--- src/rtl/fpmul_issue_arb_if.sv ---
// ---------------------------------------------------------------------------
// fpmul_issue_arb_if
//   Bundle of every non-clock/reset signal of fpmul_issue_arb.
//
//   Request side (one lane per requester):
//     req_valid/req_ready : per-requester handshake
//     req_a/req_b/req_rm  : operands and rounding mode
//     req_tag             : destination tag carried to the response
//     flush               : kill everything in flight and this cycle's issue
//   Multiplier side:
//     mul_en, mul_clear[1]=stage0 / [0]=stage1, mul_a, mul_b, mul_rm
//   Response side:
//     rsp_valid/rsp_ready, rsp_id, rsp_tag
//   Status:
//     busy    : any stage holds a valid operation
//     dbg_ptr : current round-robin pointer
//
//   Handshake rule for both req and rsp: a transfer happens on a rising
//   clock edge where valid and ready are both high. Valid never waits for
//   ready. Ready may look at valid, but ready never depends on ready.
//
//   Modport slave is the arbiter. Modport master is the requesters and the
//   response consumer.
// ---------------------------------------------------------------------------
interface fpmul_issue_arb_if #(
    parameter int NUM_REQ = 2,
    parameter int TAG_W   = 5
);
    localparam int ID_W = (NUM_REQ > 1) ? $clog2(NUM_REQ) : 1;

    logic [NUM_REQ-1:0]            req_valid;
    logic [NUM_REQ-1:0]            req_ready;
    logic [NUM_REQ-1:0][31:0]      req_a;
    logic [NUM_REQ-1:0][31:0]      req_b;
    logic [NUM_REQ-1:0][2:0]       req_rm;
    logic [NUM_REQ-1:0][TAG_W-1:0] req_tag;
    logic                          flush;

    logic                          mul_en;
    logic [1:0]                    mul_clear;
    logic [31:0]                   mul_a;
    logic [31:0]                   mul_b;
    logic [2:0]                    mul_rm;

    logic                          rsp_valid;
    logic                          rsp_ready;
    logic [ID_W-1:0]               rsp_id;
    logic [TAG_W-1:0]              rsp_tag;

    logic                          busy;
    logic [ID_W-1:0]               dbg_ptr;

    modport slave (
        input  req_valid, req_a, req_b, req_rm, req_tag, flush, rsp_ready,
        output req_ready, mul_en, mul_clear, mul_a, mul_b, mul_rm,
        output rsp_valid, rsp_id, rsp_tag, busy, dbg_ptr
    );

    modport master (
        output req_valid, req_a, req_b, req_rm, req_tag, flush, rsp_ready,
        input  req_ready, mul_en, mul_clear, mul_a, mul_b, mul_rm,
        input  rsp_valid, rsp_id, rsp_tag, busy, dbg_ptr
    );
endinterface

--- src/rtl/fpmul_issue_arb.sv ---
// ---------------------------------------------------------------------------
// fpmul_issue_arb
//   Round-robin issue arbiter for a two-stage pipelined FP multiplier that
//   is shared by NUM_REQ requesters. The block tracks {valid, id, tag} for
//   each multiplier stage, so every result leaves with the id of the
//   requester that issued it and that requester's tag.
//
//   Ports:
//     clk : rising-edge clock
//     rst : synchronous, active-high reset
//     bus : fpmul_issue_arb_if.slave (request, multiplier, response and
//           status signals; see the interface header)
//
//   Pipeline: stage 0 is the operand register and stage 1 is the output
//   register. When the output is valid and not taken, both stages and their
//   metadata stall together. An advance edge without an issue loads a
//   bubble into stage 0. Flush clears both stages and takes priority over
//   stall and issue. Flush leaves the round-robin pointer where it is.
// ---------------------------------------------------------------------------
module fpmul_issue_arb #(
    parameter int NUM_REQ = 2,
    parameter int TAG_W   = 5
) (
    input  logic                clk,
    input  logic                rst,
    fpmul_issue_arb_if.slave    bus
);
    localparam int ID_W = (NUM_REQ > 1) ? $clog2(NUM_REQ) : 1;

    // Stage metadata, mirrors the multiplier registers
    logic             v0, v1;
    logic [ID_W-1:0]  id0, id1;
    logic [TAG_W-1:0] tag0, tag1;
    logic [ID_W-1:0]  ptr;

    logic             mul_en;
    logic             gnt_found;
    logic [ID_W-1:0]  gnt_id;
    logic             transfer;
    int               idx;
    logic [ID_W-1:0]  cand;

    // Stall only when a finished result is held. Reset always advances.
    assign mul_en = rst || !(v1 && !bus.rsp_ready);

    // First valid requester at or after the pointer, wrapping modulo NUM_REQ.
    // This depends only on req_valid and the pointer, never on req_ready.
    always_comb begin
        gnt_found = 1'b0;
        gnt_id    = '0;
        idx       = 0;
        cand      = '0;
        for (int k = 0; k < NUM_REQ; k++) begin
            idx = int'(ptr) + k;
            if (idx >= NUM_REQ) begin
                idx = idx - NUM_REQ;
            end
            cand = ID_W'(idx);
            if (!gnt_found && bus.req_valid[cand]) begin
                gnt_found = 1'b1;
                gnt_id    = cand;
            end
        end
    end

    assign transfer = gnt_found && mul_en && !bus.flush && !rst;

    always_comb begin
        bus.req_ready = '0;
        for (int i = 0; i < NUM_REQ; i++) begin
            bus.req_ready[i] = transfer && (gnt_id == ID_W'(i));
        end
    end

    // Operands come from the granted lane. They are zero when nothing is issued.
    always_comb begin
        bus.mul_a  = '0;
        bus.mul_b  = '0;
        bus.mul_rm = '0;
        if (transfer) begin
            bus.mul_a  = bus.req_a[gnt_id];
            bus.mul_b  = bus.req_b[gnt_id];
            bus.mul_rm = bus.req_rm[gnt_id];
        end
    end

    // Reset or flush clears both stages. An advance edge without an issue
    // clears stage 0 so the multiplier carries a bubble.
    always_comb begin
        bus.mul_clear = 2'b00;
        if (rst || bus.flush) begin
            bus.mul_clear = 2'b11;
        end else if (mul_en && !transfer) begin
            bus.mul_clear = 2'b10;
        end
    end

    always_ff @(posedge clk) begin
        if (rst) begin
            v0   <= 1'b0;
            v1   <= 1'b0;
            id0  <= '0;
            id1  <= '0;
            tag0 <= '0;
            tag1 <= '0;
            ptr  <= '0;
        end else if (bus.flush) begin
            v0 <= 1'b0;
            v1 <= 1'b0;
        end else if (mul_en) begin
            v0   <= transfer;
            id0  <= gnt_id;
            tag0 <= transfer ? bus.req_tag[gnt_id] : '0;
            v1   <= v0;
            id1  <= id0;
            tag1 <= tag0;
            if (transfer) begin
                ptr <= (gnt_id == ID_W'(NUM_REQ - 1)) ? '0 : gnt_id + 1'b1;
            end
        end
    end

    assign bus.mul_en    = mul_en;
    assign bus.rsp_valid = v1;
    assign bus.rsp_id    = id1;
    assign bus.rsp_tag   = tag1;
    assign bus.busy      = v0 | v1;
    assign bus.dbg_ptr   = ptr;
endmodule

--- src/flat_wrapper.sv ---
// flat-port wrapper written by rule: the top's interface ports become plain ports
module fpmul_issue_arb_flat 
#(
    parameter int NUM_REQ = 2,
    parameter int TAG_W   = 5
)
  (clk, rst, bus_req_valid, bus_req_a, bus_req_b, bus_req_rm, bus_req_tag, bus_flush, bus_rsp_ready, bus_req_ready, bus_mul_en, bus_mul_clear, bus_mul_a, bus_mul_b, bus_mul_rm, bus_rsp_valid, bus_rsp_id, bus_rsp_tag, bus_busy, bus_dbg_ptr);
  fpmul_issue_arb_if #(.NUM_REQ(NUM_REQ), .TAG_W(TAG_W)) bus_i ();
  input  logic clk;
  input  logic rst;
  input wire logic [$bits(bus_i.req_valid)-1:0] bus_req_valid;
  input wire logic [$bits(bus_i.req_a)-1:0] bus_req_a;
  input wire logic [$bits(bus_i.req_b)-1:0] bus_req_b;
  input wire logic [$bits(bus_i.req_rm)-1:0] bus_req_rm;
  input wire logic [$bits(bus_i.req_tag)-1:0] bus_req_tag;
  input wire logic [$bits(bus_i.flush)-1:0] bus_flush;
  input wire logic [$bits(bus_i.rsp_ready)-1:0] bus_rsp_ready;
  output wire logic [$bits(bus_i.req_ready)-1:0] bus_req_ready;
  output wire logic [$bits(bus_i.mul_en)-1:0] bus_mul_en;
  output wire logic [$bits(bus_i.mul_clear)-1:0] bus_mul_clear;
  output wire logic [$bits(bus_i.mul_a)-1:0] bus_mul_a;
  output wire logic [$bits(bus_i.mul_b)-1:0] bus_mul_b;
  output wire logic [$bits(bus_i.mul_rm)-1:0] bus_mul_rm;
  output wire logic [$bits(bus_i.rsp_valid)-1:0] bus_rsp_valid;
  output wire logic [$bits(bus_i.rsp_id)-1:0] bus_rsp_id;
  output wire logic [$bits(bus_i.rsp_tag)-1:0] bus_rsp_tag;
  output wire logic [$bits(bus_i.busy)-1:0] bus_busy;
  output wire logic [$bits(bus_i.dbg_ptr)-1:0] bus_dbg_ptr;
  assign bus_i.req_valid = bus_req_valid;
  assign bus_i.req_a = bus_req_a;
  assign bus_i.req_b = bus_req_b;
  assign bus_i.req_rm = bus_req_rm;
  assign bus_i.req_tag = bus_req_tag;
  assign bus_i.flush = bus_flush;
  assign bus_i.rsp_ready = bus_rsp_ready;
  assign bus_req_ready = bus_i.req_ready;
  assign bus_mul_en = bus_i.mul_en;
  assign bus_mul_clear = bus_i.mul_clear;
  assign bus_mul_a = bus_i.mul_a;
  assign bus_mul_b = bus_i.mul_b;
  assign bus_mul_rm = bus_i.mul_rm;
  assign bus_rsp_valid = bus_i.rsp_valid;
  assign bus_rsp_id = bus_i.rsp_id;
  assign bus_rsp_tag = bus_i.rsp_tag;
  assign bus_busy = bus_i.busy;
  assign bus_dbg_ptr = bus_i.dbg_ptr;
  fpmul_issue_arb #(.NUM_REQ(NUM_REQ), .TAG_W(TAG_W)) u_core (.clk(clk), .rst(rst), .bus(bus_i));
endmodule
--- config.mk ---
export PLATFORM = sky130hd
export DESIGN_NAME = fpmul_issue_arb_flat
export DESIGN_NICKNAME = d
export VERILOG_FILES = /design/src/rtl/fpmul_issue_arb_if.sv /design/src/rtl/fpmul_issue_arb.sv /design/src/flat_wrapper.sv
export SDC_FILE = /design/constraint.sdc
export NUM_CORES = 1
export LEC_CHECK = 0
export CAP_MARGIN = 15
export CORE_AREA = 2 2 90 92
export DETAILED_ROUTE_END_ITERATION = 6
export DIE_AREA = 0 0 92 94
export GPL_ROUTABILITY_DRIVEN = 0
export PLACE_DENSITY = 0.75
export SKIP_CTS_REPAIR_TIMING = 1
export SYNTH_ARGS = -nofsm -noshare
export SYNTH_HDL_FRONTEND = slang
export SYNTH_SLANG_ARGS = --single-unit
--- constraint.sdc ---
create_clock -name clk -period 3.4 [get_ports clk]
set_clock_uncertainty 0.05 [all_clocks]
set_input_delay 0.68 -clock clk [delete_from_list [all_inputs] [get_ports clk]]
set_output_delay 0.68 -clock clk [all_outputs]
set_load 0.01 [all_outputs]
# == Word level (Yosys, flattened, before mapping) ==
# Cells that the tools add are included.
# word_totals
input_bits,150
latch_bits,0
elab_cells,63
memories,0
reg_bits,15
rom_bits,0
ramBits,0
output_inout_bits,81
# classes
bitwise_logic,3
add_sub_neg,4
reduce_logical,19
n_mul,0
mux,25
magnitude_cmp,5
eq_ne,0
n_div,0
n_shift,0
# ops
cell,n
2-to-1 mux 32 bit,6
2-to-1 mux 5 bit,3
2-to-1 mux 1 bit,11
2-to-1 mux 3 bit,3
logical AND 1 bit,8
zero test 1 bit,6
less-than comparator 1 x 2 -> 1 bit (second input constant),3
2-to-1 mux 2 bit,2
AND reduction 3 bit,1
adder 1 x 1 -> 2 bit (second input constant),1
greater-or-equal comparator 1 x 2 -> 1 bit (second input constant),1
greater-or-equal comparator 2 bit (second input constant),1
logical OR 1 bit,2
NOT 1 bit,2
AND reduction 2 bit,1
OR reduction 2 bit,1
subtractor 1 bit (second input constant),2
adder 1 bit (second input constant),1
OR 1 bit,1

# == Depth between registers and ports, before layout ==
# Gate-level depths: netlist of run 1.
# logic_depth
ltp_word,15
mapped_depth,6
depth_no_buf,5

# == Least setup slack after synthesis of run 1 ==
# No wires, ideal clock.
# synth_path
kind,input-to-output
startpoint,input bus_flush
endpoint,output bus_mul_b[24]
stages,6
required_time_ps,2670
n_path_buf,2
setup_slack_ps,995
arrival_time_ps,1675
path_cell_list,nor2_1 > inv_1 > or3_4 > buf_6 > buf_6 > a21oi_2
# synth_via
elab_chain_cells,4
# synth_lines
element,line_no,rtl
"start, declared",flat_wrapper.sv:16,input wire logic [$bits(bus_i.flush)-1:0] bus_flush;
zero test 1 bit,fpmul_issue_arb.sv:66,assign transfer = gnt_found && mul_en && !bus.flush && !rst;
logical AND 1 bit (2 in series),fpmul_issue_arb.sv:66,
2-to-1 mux 32 bit,fpmul_issue_arb.sv:80,if (transfer) begin
"end, declared",flat_wrapper.sv:22,output wire logic [$bits(bus_i.mul_b)-1:0] bus_mul_b;
# No other way between the ends.

# == Worst setup path in the final report of run 1 ==
# layout_path
startpoint,input bus_flush
endpoint,output bus_mul_b[4]
# Same word-level chain as after synthesis.

==> out/metrics.csv, run 1 <==
stage,metric,value,unit
global_route,All-Layer GR Usage,17.78,%
synthesis,Post-Syn Instances,288,
place,cell count after placement,611,
job,Max Cap Viol,0,
power,maximum vdd drop,187.2,uV
synthesis,dominant synthesized flop cell,dfxtp_1,
clock_tree,H-tree Lvls,1,
layout,Final Util,60.92,%
detailed_routing,Residual DRC,0,
floorplan,cell row count,32,
floorplan,Starting Density,24.23,%
global_route,initial antenna violation count,0,
sta,Final Setup Violations,0,
synthesis,register area share after synthesis,16.29,%
power,cell-internal power,565.8,uW
setup_path,"Req. time, crit path",2.67,ns
detailed_routing,1st-pass router iterations,4,
sta,number of hold violations in the final report,0,
power,pwr dens,179.1,nW/um2
synthesis,post-synth cell types,20,
power,logic gate share of total power,59.7,%
setup_path,"slowest stage delay, CP",0.54,ns
power,switching power,264.4,uW
sta,final number of max-transition violations,0,
detailed_routing,Via-to-Cell Ratio,4.518,
setup_path,reg2reg setup slack,1.76,ns
detailed_routing,Final ANT Viol Nets,0,
detailed_routing,vias,2810,
setup_path,Critical-path top delay cell,clkdlybuf4s50_1,
synthesis,most frequent cells after synthesis,"nand2_1, a21oi_2, dfxtp_1, nor2_1, clkbuf_1",
floorplan,die area,8648,um2
clock_tree,clk_lat worst skew,0.25,ns
setup_path,crit path launch type,input pin,
setup_path,R2R Path Start,u_core.bus.rsp_valid$_SDFFE_PP0P_,
layout,nets,671,
floorplan,Core Box Area,7607,um2
hold_path,Hold Path Class,reg -> reg,
outcome,outcome,completed,
clock_tree,CTS sink cnt,15,
sta,worst hold slack,0.4129,ns
floorplan,die height,94,um
global_route,"Remaining Overflow, GRT",0,
layout,Area Growth Syn to Fin,151.5,%
place,Port Buffers,230,
setup_path,Worst Setup SP,bus_flush,
detailed_routing,Routed WL,8894,um
synthesis,number of synthesized flops with an enable pin,0,
synthesis,Yosys top cell by area,a21oi_2,
sta,Slew headroom,62.96,%
setup_path,buffers and inverters on the worst path,4,
setup_path,family with the most delay on the worst path,buffers and inverters,
power,sw frac,31.85,%
place,Place WS,0.04360,ns
layout,"non-filler cells, final",622,
power,leakage dissipation,0.002483,uW
setup_path,R2R cell count,7,
synthesis,Synth async-reset ratio,0,%
setup_path,Worst EP arrival,2.61,ns
synthesis,synthesized flop and latch total,15,
setup_path,"critical path fanouts, max",25,
global_route,largest net degree at the start of global routing,39,
detailed_routing,Avg WL per Cell,14.30,um
synthesis,Area contributors post-synth,"a21oi_2, nand2_1, dfxtp_1, mux2i_1, buf_6",
layout,n_diodes,0,
synthesis,most common cell in the netlist,nand2_1,
setup_path,CP Capture Point,bus_mul_b[4],
global_route,first-pass GRT wire length,12770,um
setup_path,Reg2Reg Capture Point,u_core.bus.dbg_ptr$_SDFFE_PP0P_,
clock_tree,clk root buf,clkbuf_8,
clock_tree,Max clock buf depth,2,
synthesis,Syn Nets,438,
layout,layout cell share with drive strength beyond 1,18.08,%
setup_path,CP most frequent cell,clkdlybuf4s50_1,
clock_tree,CTS Buf Count,3,
sta,final worst-path cycle share,98.37,%
detailed_routing,number of DRC markers in iteration 0,60,
floorplan,die width,92,um
setup_path,Stages on worst setup path,7,
sta,fmax,0.2990,GHz
setup_path,CP Cell Sequence,"clkdlybuf4s50_1, nor2_2, inv_1, or3_4, buf_12, a21oi_2, clkdlybuf4s50_1",
setup_path,kind of end point of the critical path,output pin,
synthesis,mapped cell area,1843,um2
floorplan,I/O Pins,231,
sta,min Tclk post-route,3.345,ns
clock_tree,"CTS clk-pin slew, worst paths",0.06,ns
synthesis,Ys Warns,0,
power,Clock power frac,17.5,%
place,DP HPWL,6522,um
clock_tree,CTS tree,yes,
sta,slew of the pin with the lowest slew margin,0.5555,ns
power,sequential power share,22.8,%
synthesis,syn_area_per_cell,6.399,um2
global_route,vias in the first global route,2765,
synthesis,top cell type's share of synthesized area,28.51,%
sta,PnR worst setup slack,0.05531,ns
power,"Power, Total",830.2,uW
setup_path,kind of critical path,in -> out,
final cells by class:
cell class	instances	area, um2
Multi-Input combinational cell	243	1381
Sequential cell	15	300.3
Fill cell	667	2973
Clock buffer	3	41.29
Inverter	5	18.77
Timing Repair Buffer	253	2760
Clock inverter	1	5.005
Tap cell	102	127.6
cell families (layout without fill, tap and decap cells):
| kind of cell | after synthesis | count (layout) | synth area share [%] |
|---|---|---|---|
| flops | 15 | 15 | 16.29 |
| compound gates | 78 | 78 | 35.30 |
| simple gates | 153 | 153 | 31.98 |
| mux | 12 | 12 | 6.518 |
| buf+inv | 30 | 262 | 9.912 |
how the worst min path moves through the flow:
stage,from,to,slack (ns),cells past startpoint
finish,u_core.v0$_SDFFE_PP0P_,u_core.v0$_SDFFE_PP0P_,0.41,2
global route,u_core.tag0[0]$_SDFFE_PP0P_,u_core.tag0[0]$_SDFFE_PP0P_,0.44,1
CTS,u_core.v0$_SDFFE_PP0P_,u_core.v0$_SDFFE_PP0P_,0.42,2
detailed placement,u_core.tag0[1]$_SDFFE_PP0P_,u_core.tag0[1]$_SDFFE_PP0P_,0.40,1
global placement,u_core.tag0[3]$_SDFFE_PP0P_,u_core.tag0[3]$_SDFFE_PP0P_,0.39,1
floorplan,u_core.tag0[0]$_SDFFE_PP0P_,u_core.tag0[0]$_SDFFE_PP0P_,0.38,1
tightest hold or removal path: stages, from the launching register on:
cell and delay, ns:
dfxtp_1 0.32, inv_1 0.05, a21oi_1 0.05
flip-flops by register name, summed over array words and instances, names as in the netlist:
register,cells
u_core.bus.rsp_tag,5
u_core.id0,1
u_core.tag0,5
u_core.bus.dbg_ptr,1
u_core.bus.rsp_id,1
u_core.bus.rsp_valid,1
u_core.v0,1
metal layers:
layer	global-route usage [%]	routed length (um)	vias up
li1	-	-	1402
met1	20.08	3419	1268
met2	34.31	4658	129
met3	3.852	710	11
met4	3.358	106	0
met5	0	0	-
layout by cell type (no fill, tap or decap):
cell type / count
clkdlybuf4s50_1: 185
nand2_1: 135
a21oi_2: 60
dlymetal6s2s_1: 45
dfxtp_1: 15
nor2_1: 13
mux2i_1: 12
buf_4: 12
a21oi_1: 9
inv_1: 5
o2bb2ai_1: 5
buf_12: 5
clkbuf_16: 4
clkbuf_8: 3
nor2_2: 2
buf_16: 2
nor2b_1: 1
a21boi_4: 1
o21ai_4: 1
or3_4: 1
or2_2: 1
o31ai_1: 1
a211oi_2: 1
clkinv_2: 1
per-stage QoR:
stage	TNS (ns)	area, um2
floorplan	0	1843
global placement	0	4323
detailed placement	0	4323
CTS	0	4369
global route	-0.03673	4634
finish	0	4634
power groups by stage:
| stage | Combinational (uW) | Clock [uW] | Sequential [uW] |
|---|---|---|---|
| 4_1_cts | 477 | 146 | 190 |
| 3_5_place_dp | 474 | 0 | 193 |
| 6_report | 495 | 145 | 189 |
| 2_1_floorplan | 180 | 0 | 193 |
| 3_3_place_gp | 468 | 0 | 193 |
| 5_1_grt | 533 | 153 | 191 |
Power figures use the tool's default switching activity.
==> run 2: changes to the inputs <==
--- a/config.mk
+++ b/config.mk
@@ -5,7 +5,7 @@
 export SDC_FILE = /design/constraint.sdc
 export NUM_CORES = 1
 export LEC_CHECK = 0
-export CAP_MARGIN = 15
+export CAP_MARGIN = 20
 export CORE_AREA = 2 2 90 92
 export DETAILED_ROUTE_END_ITERATION = 6
 export DIE_AREA = 0 0 92 94
==> results of run 2 <==
No change in the layout: final DEF, timing and power equal those of run 1.
